===== config.mk =====
export PLATFORM = sky130hd
export DESIGN_NAME = minute_stage
export DESIGN_NICKNAME = d
export VERILOG_FILES = /design/src/rtl/minute_stage.sv
export SDC_FILE = /design/constraint.sdc
export NUM_CORES = 1
export LEC_CHECK = 0
export BUFFER_PORTS_ARGS = -buffer_cell sky130_fd_sc_hd__buf_2
export CAP_MARGIN = 20
export CORE_MARGIN = 4
export CORE_UTILIZATION = 55
export CTS_BUF_LIST = sky130_fd_sc_hd__clkbuf_16
export CTS_CLUSTER_SIZE = 30
export DETAILED_ROUTE_END_ITERATION = 10
export PLACE_DENSITY_LB_ADDON = 0.05
export SYNTH_ARGS = -nofsm -noshare
export SYNTH_HDL_FRONTEND = slang
export SYNTH_SLANG_ARGS = --single-unit

===== constraint.sdc =====
create_clock -name clk -period 3.31 [get_ports clk]
set_clock_uncertainty 0.2 [all_clocks]
set_input_delay 0.1655 -clock clk [delete_from_list [all_inputs] [get_ports clk]]
set_output_delay 0.1655 -clock clk [all_outputs]
set_load 0.01 [all_outputs]

===== src/rtl/minute_stage.sv =====
// Minutes stage of a BCD clock: two-digit minutes counter with run/set modes and an hour-advance pulse.
// Latency: minutes and w_h update on the clk edge that samples tick_m or a press event; a press event
// fires 2 sync + DB_CYCLES edges after the raw button goes high. No backpressure: every enable acts at once.
//
// Ports:
//   clk      - system clock, all state on rising edge
//   rst      - asynchronous active-low reset
//   tick_m   - one-cycle enable, one per elapsed minute (run mode only)
//   set_mode - level, 1 = time-set mode (buttons active, tick_m ignored)
//   btn_min  - raw asynchronous minute-adjust button, active-high
//   btn_hr   - raw asynchronous hour-adjust button, active-high
//   min_10   - BCD tens of minutes (0..5), registered
//   min1     - BCD units of minutes (0..9), registered
//   w_h      - registered one-cycle hour-advance pulse
module minute_stage #(
  parameter int unsigned DB_CYCLES = 16
) (
  input  logic       clk,
  input  logic       rst,
  input  logic       tick_m,
  input  logic       set_mode,
  input  logic       btn_min,
  input  logic       btn_hr,
  output logic [3:0] min_10,
  output logic [3:0] min1,
  output logic       w_h
);

  localparam logic [7:0] DB_MAX  = 8'(DB_CYCLES);
  localparam logic [7:0] DB_LAST = 8'(DB_CYCLES - 1);

  // Button lanes: index 0 = minute button, index 1 = hour button.
  logic [1:0] btn_raw;
  logic [1:0] sync_a;
  logic [1:0] sync_b;
  logic [7:0] db_cnt [2];
  logic [1:0] press;

  assign btn_raw = {btn_hr, btn_min};

  // Two-flop synchronizer per button; nothing downstream sees the raw pins.
  always_ff @(posedge clk or negedge rst) begin
    if (!rst) begin
      sync_a <= '0;
      sync_b <= '0;
    end else begin
      sync_a <= btn_raw;
      sync_b <= sync_a;
    end
  end

  // Debounce: count consecutive synchronized-high cycles, clear on any low,
  // saturate so a held button stays parked at DB_MAX without re-firing.
  always_ff @(posedge clk or negedge rst) begin
    if (!rst) begin
      db_cnt[0] <= '0;
      db_cnt[1] <= '0;
    end else begin
      for (int i = 0; i < 2; i++) begin
        if (!sync_b[i]) begin
          db_cnt[i] <= '0;
        end else if (db_cnt[i] != DB_MAX) begin
          db_cnt[i] <= db_cnt[i] + 8'd1;
        end
      end
    end
  end

  // The press event is the one cycle whose edge moves the counter onto DB_MAX.
  always_comb begin
    press = '0;
    for (int i = 0; i < 2; i++) begin
      press[i] = sync_b[i] && (db_cnt[i] == DB_LAST);
    end
  end

  // Minutes datapath.
  logic       legal;
  logic [3:0] base_10;
  logic [3:0] base_1;
  logic [3:0] nxt_10;
  logic [3:0] nxt_1;
  logic       at_59;
  logic       upd;
  logic       wh_nxt;

  always_comb begin
    legal   = (min1 <= 4'd9) && (min_10 <= 4'd5);
    // A corrupted count restarts from 00 so the next increment lands on 01.
    base_10 = legal ? min_10 : 4'd0;
    base_1  = legal ? min1   : 4'd0;
    at_59   = (base_10 == 4'd5) && (base_1 == 4'd9);

    nxt_10 = base_10;
    nxt_1  = base_1 + 4'd1;
    if (base_1 == 4'd9) begin
      nxt_1 = 4'd0;
      if (base_10 == 4'd5) begin
        nxt_10 = 4'd0;
      end else begin
        nxt_10 = base_10 + 4'd1;
      end
    end

    // Modes are exclusive, so a run wrap and an hour press can never collide
    // and w_h cannot be high on two consecutive cycles.
    if (set_mode) begin
      upd    = press[0];
      wh_nxt = press[1];
    end else begin
      upd    = tick_m;
      wh_nxt = tick_m && at_59;
    end
  end

  always_ff @(posedge clk or negedge rst) begin
    if (!rst) begin
      min_10 <= 4'd0;
      min1   <= 4'd0;
      w_h    <= 1'b0;
    end else begin
      if (upd) begin
        min_10 <= nxt_10;
        min1   <= nxt_1;
      end
      w_h <= wh_nxt;
    end
  end

endmodule


==> results by stage, run 1 <==
Outcome:
- The flow ran to the end, and the final reports show no timing, DRC or antenna violations.

Yosys:
- Synthesis produced 130 cells.
- Of the synthesized area, sequential elements account for 0.515.
- The mux contribution to synthesized area is 0.0222.
- The share of synthesized area in the top cell type comes to 0.515.
- The most common cell in the synthesized netlist is dfrtp_1.
- The number of flops mapped to enable cells by yosys is 0.
- Of the total synthesized cell area, the portion taken by XOR and XNOR cells is 0.0746.
- The mean cell area of the mapped netlist is 10.8 µm².
- After synthesis, the most frequently instantiated cells are 29 x dfrtp_1, 10 x and2_1, 8 x nand2_1, 8 x o21ai_0, 8 x xnor2_1.
- The compound-cell area share of the yosys netlist came to 0.104.
- In this run the cell area of the synthesized design comes to 0.00141 mm².
- The number of nets handed over by synthesis was 140.
- The fraction of registers with async set/reset is 1.00.
- The most used flip-flop cell after synthesis is dfrtp_1.
- Yosys mapped the design onto 37 distinct sky130hd cell types.
- The cell taking the most area after synthesis is dfrtp_1.
- The yosys synthesis warning count is 0.
- The main combinational cell family by area after synthesis is simple AND/OR/NAND/NOR gates.
- Of the total synthesized cell area, the portion taken by AND, OR, NAND and NOR gates is 0.235.
- Counting flops and latches in the post-synthesis netlist gives 29.
- The adder and majority cell fraction of the synthesized area is 0.0355.
- Ranked by total cell area, the synthesized netlist is headed by dfrtp_1 52%, xnor2_1 5.0%, and2_1 4.4%.

STA:
- After routing, the total negative slack on setup checks comes to 0 ns.
- At the pin with the least slew margin, the transition time is 0.623 ns.
- Setup repair after global routing left no endpoint under its margin.
- The final number of max-transition violations is 0.
- The maximum clock frequency is 0.518 GHz.
- The relative slew slack is 0.584.
- The final critical-path share of the clock period is 0.583.
- The number of failing hold endpoints at the final stage is 0.
- The final critical delay including setup and external delays is 1.93 ns.
- Setup violations remaining at the end of the flow were counted as 0.

Pwr:
- In this run the static leakage power is 0.839 nW.
- The worst vdd rail ir drop is roughly 0.57 mV.
- The power density over cell area is 603 mW/mm².

Global routing:
- The initial antenna violation count is 0.
- The first global-routing pass estimated 4.52 mm of wire.
- The total track usage is 0.184.
- For this run the aggregate overflow at the end of global routing stands at 0.
- The pin count of the biggest net entering global routing is 30.
- The via count of the first global-routing pass came to 1016.

Finish:
- The post-synthesis to final-layout area growth is 19.6%.
- The number of diodes added for antenna fixing is 0.
- Once layout is complete, the utilization of the core stands at 0.687.
- The number of nets at the end of the flow is 164.
- The count of filler cells inserted in the layout is 178.
- The fraction of layout cells with a size suffix above 1 is 0.187.

CTS:
- The post-CTS resize count is 0.
- The later pin in the worst-skew pair is clocked with a latency of 0.27 ns.
- After clock tree synthesis, the setup repair step added 0 buffers.
- The tree is rooted in a clkbuf_16.
- The number of clock buffers inserted by TritonCTS is 5.
- The H-tree was split into 2 levels.
- The clock tree from TritonCTS is built.
- The maximum buffer depth of the clock tree is 2.
- The clock-pin slew on the worst setup and hold paths is 0.05 ns.
- CTS saw 29 sinks.

Routing:
- The DRC violations left is 0.
- The first detailed-routing pass ran for 4 iterations.
- The via count is 1015.
- The routed design uses 1.28 mm of met2 wire.
- The detailed router put a total of around 1.1 mm of wire on met1.
- The wire length per cell is 14.2 µm.
- Using the TritonRoute via totals, the vias-per-cell ratio works out to 5.49.
- After detailed routing, the total wire length is 2.63 mm.
- The routed design uses 169 µm of met3 wire.
- The highest metal layer used by the detailed router is met4.
- The first-iteration detailed-routing DRC count is 44.
- The remaining antenna violation count is 0.

Floorplan:
- The initial utilization of the core area, before any placement, comes to 0.574.
- The floorplan step set the die height to 58.6 µm.
- The die covers about 0.0034 mm².
- The total core area is 0.00245 mm².
- From left edge to right edge, the die measures 58.6 µm.
- The top-level I/O count is 15.
- The standard-cell row count is 18.

Critical path:
- The critical path endpoint is min1[2].
- The startpoint of the most critical setup path is db_cnt[9].
- At the worst endpoint, the required time is 3.30 ns.
- In this run the worst path has a maximum fanout of 8.
- The worst setup path is launched from a register.
- The endpoint identified for the worst register-to-register timing path is min1[2].
- The critical path data arrival time is 1.92 ns.
- The launching point of the worst reg2reg path is db_cnt[9].
- The register-to-register setup slack is 1.38 ns.
- The critical path is of the register to register type.
- STA classifies the critical path endpoint as a register.
- The number of cells traversed by the worst register-to-register path is 5.

Place:
- The count of buffers inserted at the top-level ports is 14.
- The global placement routability congestion is 0.799.
- The final HPWL from detailed placement is roughly 1.7 mm.

Job:
- The max-cap violation count is 0.

Hold path:
- The classification of the worst-slack hold path is primary input to register.
-- power by group --
part           switching, mW  internal (mW)  total (mW)
Clock                  0.147          0.271       0.418
Sequential            0.0533          0.389       0.442
Combinational         0.0847         0.0714       0.156
Total                  0.285          0.732        1.02
-- critical path: stages, from the launching register on --
cell and delay [ns]:
dfrtp_1 0.41, ha_1 0.21, and3_2 0.26, a31oi_4 0.13, or4_1 0.54, o211ai_1 0.11
-- routing by layer --
layer,track usage,vias to the layer above
met4,0.0971,0
li1,-,502
met5,0,-
met3,0.0768,6
met1,0.212,477
met2,0.293,30
-- placed cells by master, fill, tap and decap left out, drive strengths merged, types with 2 or more instances in the layout --
master / n
dfrtp: 29
buf: 14
and2: 11
o21ai: 8
xnor2: 8
nand2: 8
inv: 6
nand3: 6
nor2: 6
clkbuf: 5
and3: 5
nor2b: 4
xor2: 4
ha: 4
nor3: 4
nand4: 3
a21oi: 3
dlygate4sd3: 3
nand4b: 2
mux2i: 2
a21boi: 2
clkinv: 2
and3b: 2
or3: 2
-- worst min path at each step --
| stage | from | slack [ns] | cells past startpoint | end |
|---|---|---|---|---|
| 2_1_floorplan | rst | -0.33 | 0 | db_cnt[0] |
| 3_3_place_gp | rst | 0.02 | 1 | db_cnt[5] |
| 3_5_place_dp | rst | 0.02 | 1 | db_cnt[7] |
| 4_1_cts | set_mode | 0.04 | 3 | w_h |
| 5_1_grt | set_mode | 0.05 | 3 | w_h |
| 6_report | set_mode | 0.03 | 3 | w_h |
-- cells by family (layout without fill, tap and decap cells) --
family	count (synthesis)	count (layout)
AOI/OAI and AO/OA	21	21
xor gates and xnor gates	12	12
adders and majority gates	4	4
buffers and inverters	5	30
DFF	29	29
muxes	3	3
and+or+nand+nor	56	56
-- timing repair --
action / 4_1_cts / 5_1_grt
endpoints found under the setup margin: 0 / 0
endpoints found under the hold margin: 31 / 0
hold buffers: 3 / 0
-- area by class of cell --
cell class | instances | area (µm²) | share of cell area
Sequential cell | 29 | 726 | 0.431
Timing Repair Buffer | 17 | 100 | 0.0594
Tap cell | 30 | 37.5 | 0.0223
Multi-Input combinational cell | 96 | 664 | 0.394
Clock inverter | 3 | 13.8 | 0.00817
Clock buffer | 5 | 125 | 0.0742
Inverter | 5 | 18.8 | 0.0111
-- sequential cells by signal (all words and copies together), names as in the netlist --
| name | count |
|---|---|
| db_cnt | 16 |
| min1 | 4 |
| min_10 | 4 |
| sync_a | 2 |
| sync_b | 2 |
| w_h | 1 |
-- metrics by stage --
stage | hold slack (ns) | power, mW | instances | instance area, µm² | setup WS, ns
floorplan | -0.330 | 0.534 | 130 | 1410 | 1.55
global placement | 0.0190 | 0.591 | 174 | 1520 | 1.51
detailed placement | 0.0239 | 0.598 | 174 | 1520 | 1.41
CTS | 0.0400 | 1.03 | 185 | 1690 | 1.39
global route | 0.0543 | 1.08 | 185 | 1690 | 1.29
finish | 0.0335 | 1.02 | 185 | 1690 | 1.38
(Power assumes the default switching activity.)
==> inputs of run 2 (changes only) <==
CORE_UTILIZATION = 51   (was 55)
clock period = 1.7 ns   (was 3.31 ns; I/O delays follow)
==> run 2 against run 1 <==
Clock-buffer cell count did not move. Worst hold slack improved by 0.072 ns. Largest cell class unchanged. Highest routed layer unchanged. Power rose by 100%. Maximum frequency rose by 17%. Sequential power rose by 83%. Cell count rose by 7.6%. Critical endpoint unchanged. Die area rose by 6.8%. Flip-flop and latch count did not move. Non-clock buffer count rose by 15.
==> results by stage, run 2 (synthesized netlist as in run 1, its figures left out) <==
Outcome:
- The flow ran to the end, and the final reports show no timing, DRC or antenna violations.

Pwr:
- The worst-case IR drop observed on VDD is 0.963 mV.
- For this design the total switching power over the nets is 551 µW.
- The portion of total power attributed to the clock network is 0.389.
- The share of total power in combinational logic is 0.215.
- Power spread over the standard cell area amounts to around 1100 mW/mm².
- The sequential group share of total power is 0.397.
- The internal power of the cells totals 1.49 mW.
- The switching fraction of total power is 0.269.
- The leakage power is 0.902 nW.
- The total power consumption of the routed design is 2.04 mW.

Critical path:
- The launching point of the worst reg2reg path is db_cnt[9].
- The critical path in this run is classified as register to register.
- The maximum fanout count along the critical path is 5.
- The critical path data arrival time is roughly 1.6 ns.
- The element type at the critical path end is a register.
- The startpoint of the most critical setup path is db_cnt[9].
- The slowest stage of the critical path is the or4_1 cell.
- The required time reported for the critical path endpoint is 1.68 ns.
- STA classifies the critical path startpoint as a register.
- On the worst path, the slowest cell contributes a delay of 0.41 ns.
- The critical path goes through ha_2, and3_4, a31oi_4, or4_1, o211ai_1.

CTS:
- The maximum buffer depth of the clock tree is 2.
- TritonCTS built the clock tree.
- At the later pin of the worst-skew pair, clock insertion delay measures 0.27 ns.
- The H-tree was split into 2 levels.
- The tree is rooted in a clkbuf_16.
- The number of clock buffers inserted by TritonCTS is 5.
- The clock-pin slew on the worst setup and hold paths is 0.05 ns.
- The number of clock sinks seen by CTS is 29.

Floorplan:
- The die covers around 0.0037 mm².
- In this run the core area contains 18 standard-cell rows.
- In this run the standard cell core region covers 0.00254 mm².
- The initial core utilization is 0.554.
- The chip height is around 61 µm.
- The die is 60.6 µm wide.
- During I/O placement, the number of pins put on the boundary was 15.

Place:
- The global placement routability congestion is around 0.76.
- The placed cell area is 0.00161 mm².
- After legalization and detailed placement, the total HPWL measured 1.90 mm.
- The setup slack at placement is -0.00230 ns.
- The number of placed instances, taps included is 185.
- The count of buffers inserted at the top-level ports is 14.

STA:
- Setup repair after global routing could not meet its margin everywhere.
- In this run the tightest slew margin relative to its limit is 0.586.
- Setup violations remaining at the end of the flow were counted as 0.
- The number of failing hold endpoints at the final stage came to 0.
- The maximum clock frequency is 0.606 GHz.
- After layout, the minimum clock period comes to 1.65 ns.
- Across all hold checks on the routed design, the worst slack comes to 0.106 ns.
- For the pin with the worst max-slew slack, the measured transition is roughly 0.62 ns.
- The final number of max-transition violations was 0.
- Setup total negative slack on the finished layout was measured at 0 ns.
- The worst-case setup margin in the final layout is 0.0485 ns.
- Of the available clock period, the critical path in the final layout requires 0.971.

Global routing:
- The via count of the first global-routing pass is 1034.
- Summed over all layers, the global routing overflow is 0.
- Entering global routing, the biggest net connects 30 pins.
- The total track usage is 0.173.
- The initial antenna violation count is 0.
- The first global-routing pass estimated 4.53 mm of wire.

Finish:
- The count of placed standard cells in the final layout, fillers left out is between 150 and 200.
- The finished cells cover 0.00181 mm².
- The number of nets at the end of the flow is about 180.
- The number of flip-flops in the largest register is 16.
- Compared with the post-synthesis result, the final layout area differs by 28.6%.
- In the final layout, the share of cells above drive strength 1 is 0.266.
- The largest registers in the layout are db_cnt: 16 flops, min1: 4 flops, min_10: 4 flops.
- The register containing the most flip-flops in the final layout is db_cnt.
- 0 antenna diodes ended up in the layout.
- The commonest non-fill, non-tap cell in the layout is dfrtp_1.
- The post-layout utilization of the core is 0.712.
- Leaving out fill and tap cells, the most frequent cells in the layout are 29 x dfrtp_1, 14 x buf_2, 14 x buf_4.

Hold path:
- The source of the worst hold timing path is tick_m.
- The classification of the worst-slack hold path is primary input to register.

Routing:
- The routed wire length is 2.62 mm.
- The DRC violations left is 0.
- After detailed routing, the average wire length per cell comes to between 10 and 15 µm.
- Once detail routing completed, the nets flagged for antenna violations numbered 0.
- The detailed-route vias per instance is 5.45.
- The number of search-and-repair iterations in the first detailed-routing pass is 4.
- The via count is 1085.
- The detailed router finished its first iteration with 44 violations.

Job:
- Max-cap violations in this run came to 0.
run 2: cell count changes in the layout (fill, tap and decap cells not counted), moves of 2 or more:
cell,previous run,this run
o21ai_1,0,2
clkinv_2,2,0
o21ai_0,8,6
buf_4,0,14
run 2: final cells by class:
class                           instances  area (µm²)
Inverter                                5        18.8
Timing Repair Buffer                   32         215
Tap cell                               30        37.5
Fill cell                             194         733
Clock inverter                          2        11.3
Clock buffer                            5         125
Multi-Input combinational cell         96         678
Sequential cell                        29         726
run 2: critical path: cells and delay by family (launching register included):
family	cells	cell delay [ns]
and+or+nand+nor	2	0.63
AOI/OAI and AO/OA	2	0.20
DFF	1	0.35
adders and majority gates	1	0.18
run 2: timing repair:
item | CTS | global route
hold buffers | 4 | 0
endpoints found under the hold margin | 32 | 0
buffers inserted | 1 | 2
setup endpoints to repair | 2 | 8
pin swaps | 0 | 2
gates cloned | 0 | 0
resized for setup | 0 | 5
run 2: per-layer routing:
metal  global-route usage  part of all wire
met1                0.203              0.44
met2                0.282              0.50
met3               0.0574             0.042
met4               0.0898             0.018
met5                    0                 0
run 2: path summary, 6_finish.rpt:
check / to / slack, ns / cells past startpoint
min in group asynchronous: db_cnt[7] / 0.17 / 2
setup reg to reg: min1[2] / 0.05 / 5
hold / removal: w_h / 0.11 / 4
max in group asynchronous: db_cnt[10] / 0.72 / 2
hold reg to reg: sync_b[0] / 0.15 / 0
setup / recovery: min1[2] / 0.05 / 5
run 2: power by group through the flow:
stage          clock network (mW)  registers (mW)  logic, mW
6_report                    0.794           0.811      0.439
5_1_grt                     0.856           0.820      0.497
4_1_cts                     0.815           0.808      0.435
3_5_place_dp                    0           0.820      0.422
3_3_place_gp                    0           0.815      0.417
2_1_floorplan                   0           0.868      0.173
==> inputs of run 3 (changes only) <==
==> constraint.sdc (replaced) <==
create_clock -name clk -period 1.7 [get_ports clk]
set_clock_uncertainty 0.2 [all_clocks]
set_input_delay 0.17 -clock clk [delete_from_list [all_inputs] [get_ports clk]]
set_output_delay 0.17 -clock clk [all_outputs]
set_load 0.01 [all_outputs]
==> run 3 against run 2 <==
Final area decreased by 0.69%. Register-to-register slack is essentially flat. Combinational power about the same. Flip-flop and latch count did not move. Non-clock buffer count fell by 1. Largest cell class unchanged.
==> results by stage, run 3 (synthesized netlist as in run 1, its figures left out) <==
STA:
- The final setup violation count is 0.
- The final number of max-transition violations is 0.
- The number of failing hold endpoints at the final stage is 0.
- The final critical-path share of the clock period is 0.971.
- The maximum clock frequency is a little over 0.6 GHz.
- The worst pin sits at a relative slew slack of 0.586.
- The final critical delay including setup and external delays is 1.65 ns.
- For the final routed database, the setup TNS stands at 0 ns.
- Setup repair after global routing could not meet its margin everywhere.
- At the pin with the least slew margin, the transition time is 0.621 ns.

Global routing:
- The pin count of the biggest net entering global routing is 30.
- The remaining global-route overflow is 0.
- The via count of the first global-routing pass is 1028.
- The first-pass GRT wire length is 4.52 mm.
- The total track usage is 0.173.
- The initial antenna violation count was 0.

Routing:
- The detailed-route vias per instance is about 5.4.
- In this run, the number of DRC markers left after iteration 0 of detailed routing was 27.
- For this run, design rule violations remaining after detail routing come to 0.
- Once detail routing completed, the nets flagged for antenna violations numbered 0.
- For this block, the routed nets add up to 2.61 mm of wire.
- In the final routed layout, each cell accounts on average for 13.2 µm.
- The via count is 1064.
- The first TritonRoute pass finished after 4 iterations.

Finish:
- The area growth from synthesis to layout is 27.7%.
- The count of placed standard cells in the final layout, fillers left out is 198.
- The register containing the most flip-flops in the final layout is db_cnt.
- The register with the most flip-flops in the layout has 16 of them.
- In the final layout, the registers with the most flip-flops are db_cnt: 16 flops, min1: 4 flops, min_10: 4 flops.
- The count of filler cells inserted in the layout is 195.
- The commonest non-fill, non-tap cell in the layout is dfrtp_1.
- In the layout the commonest cells are 29 x dfrtp_1, 14 x buf_2, 14 x buf_4.
- 0 antenna diodes ended up in the layout.
- At the end of the flow, the number of nets in the layout was 178.
- In the final layout, the share of cells above drive strength 1 is 0.262.
- The area taken by multi-input logic gates is 676 µm².
- Registers take 726 µm².

Hold path:
- The worst hold path belongs to the class primary input to register.

Pwr:
- The leakage power is about 0.9 nW.
- The worst vdd rail ir drop is 0.925 mV.
- The power density over cell area is 1130 mW/mm².

Place:
- The congestion estimate from routability-driven global placement came to around 0.76.
- The final HPWL from detailed placement is 1.90 mm.
- The number of placed instances, taps included is 185.
- The count of buffers added on input and output ports is 14.

Floorplan:
- The total core area is 0.00254 mm².
- The standard-cell row count is 18.
- The floorplan step defined a die boundary enclosing 0.00367 mm².
- The initial utilization of the core area, before any placement, comes to 0.554.
- From bottom edge to top edge, the die measures roughly 61 µm.
- In this run the count of I/O pins placed on the die edge is 15.
- The die is between 60 and 70 µm wide.

Critical path:
- Of all nets on the critical path, the largest fanout is 5.
- STA classifies the critical path endpoint as a register.
- The kind of critical path is register to register.
- Data on the critical path is required at its endpoint by between 1.5 and 2 ns.
- STA puts the critical path data arrival time at 1.63 ns.
- The worst setup path is launched from a register.

CTS:
- The root buffer cell chosen for the clock tree is clkbuf_16.
- The clock insertion delay at the later pin of the skew report is approximately 0.27 ns.
- Clock-pin slew was measured on the worst setup and hold paths at 0.05 ns.
- The clock tree from TritonCTS is built.
- The tree built by TritonCTS fans out to 29 sinks.
- The number of clock buffers inserted by TritonCTS is 5.
- The H-tree depth reported by CTS is 2.
- The clock passes through at most 2 buffers.

Job:
- The tool flagged a number of max-cap violations equal to 0.

Outcome:
- The run finished with clean final reports.
-- run 3: cell count changes in the layout (fill, tap and decap cells not counted), sizes merged --
cell         delta
dlygate4sd3     -1
-- run 3: metal layers --
layer / wire, µm / vias to the layer above / track usage
met5: 0 / - / 0
met4: 44 / 0 / 0.0898
met3: 112 / 6 / 0.0574
met2: 1300 / 16 / 0.281
met1: 1150 / 512 / 0.203
li1: - / 530 / -
-- run 3: stage by stage --
| step | area [µm²] | hold WS (ns) | utilization | power [mW] | setup WS (ns) |
|---|---|---|---|---|---|
| finish | 1800 | 0.0311 | 0.707 | 2.04 | 0.0494 |
| global route | 1800 | 0.0485 | 0.707 | 2.17 | -0.0369 |
| CTS | 1780 | 0.0298 | 0.699 | 2.06 | 0.0159 |
| detailed placement | 1610 | 0.0258 | 0.631 | 1.24 | -0.00230 |
| global placement | 1610 | 0.0193 | 0.631 | 1.23 | 0.0580 |
| floorplan | 1420 | -0.326 | - | 1.04 | 0.0282 |
-- run 3: final timing paths --
check,start,end,slack (ns),cells after the start
setup / recovery,db_cnt[9],min1[2],0.05,5
hold / removal,set_mode,w_h,0.03,3
setup reg to reg,db_cnt[9],min1[2],0.05,5
hold reg to reg,sync_a[0],sync_b[0],0.15,0
max in group asynchronous,rst,db_cnt[10],0.64,2
min in group asynchronous,rst,db_cnt[7],0.25,2
-- run 3: layout make-up --
type                            instances  area share
Multi-Input combinational cell         96       0.376
Clock inverter                          2     0.00626
Timing Repair Buffer                   31       0.114
Inverter                                5      0.0104
Tap cell                               30      0.0209
Clock buffer                            5      0.0695
Sequential cell                        29       0.403
-- run 3: critical path, stage by stage (launching register included) --
cell      delay [ns]
dfrtp_1         0.35
ha_2            0.18
and3_4          0.22
a31oi_4         0.11
or4_1           0.41
o211ai_1        0.09
-- run 3: power breakdown --
part           internal [mW]  total (mW)  switching, mW  leakage, nW
registers              0.758       0.811         0.0530        0.381
logic                  0.209       0.436          0.227        0.452
clock network          0.525       0.795          0.270       0.0633
total                   1.49        2.04          0.551        0.897
-- run 3: timing repair --
action	in CTS	in global routing
endpoints found under the hold margin	31	0
endpoints found under the setup margin	2	8
pin swaps	0	2
resized for setup	0	4
hold buffers	3	0
setup buffers	1	2
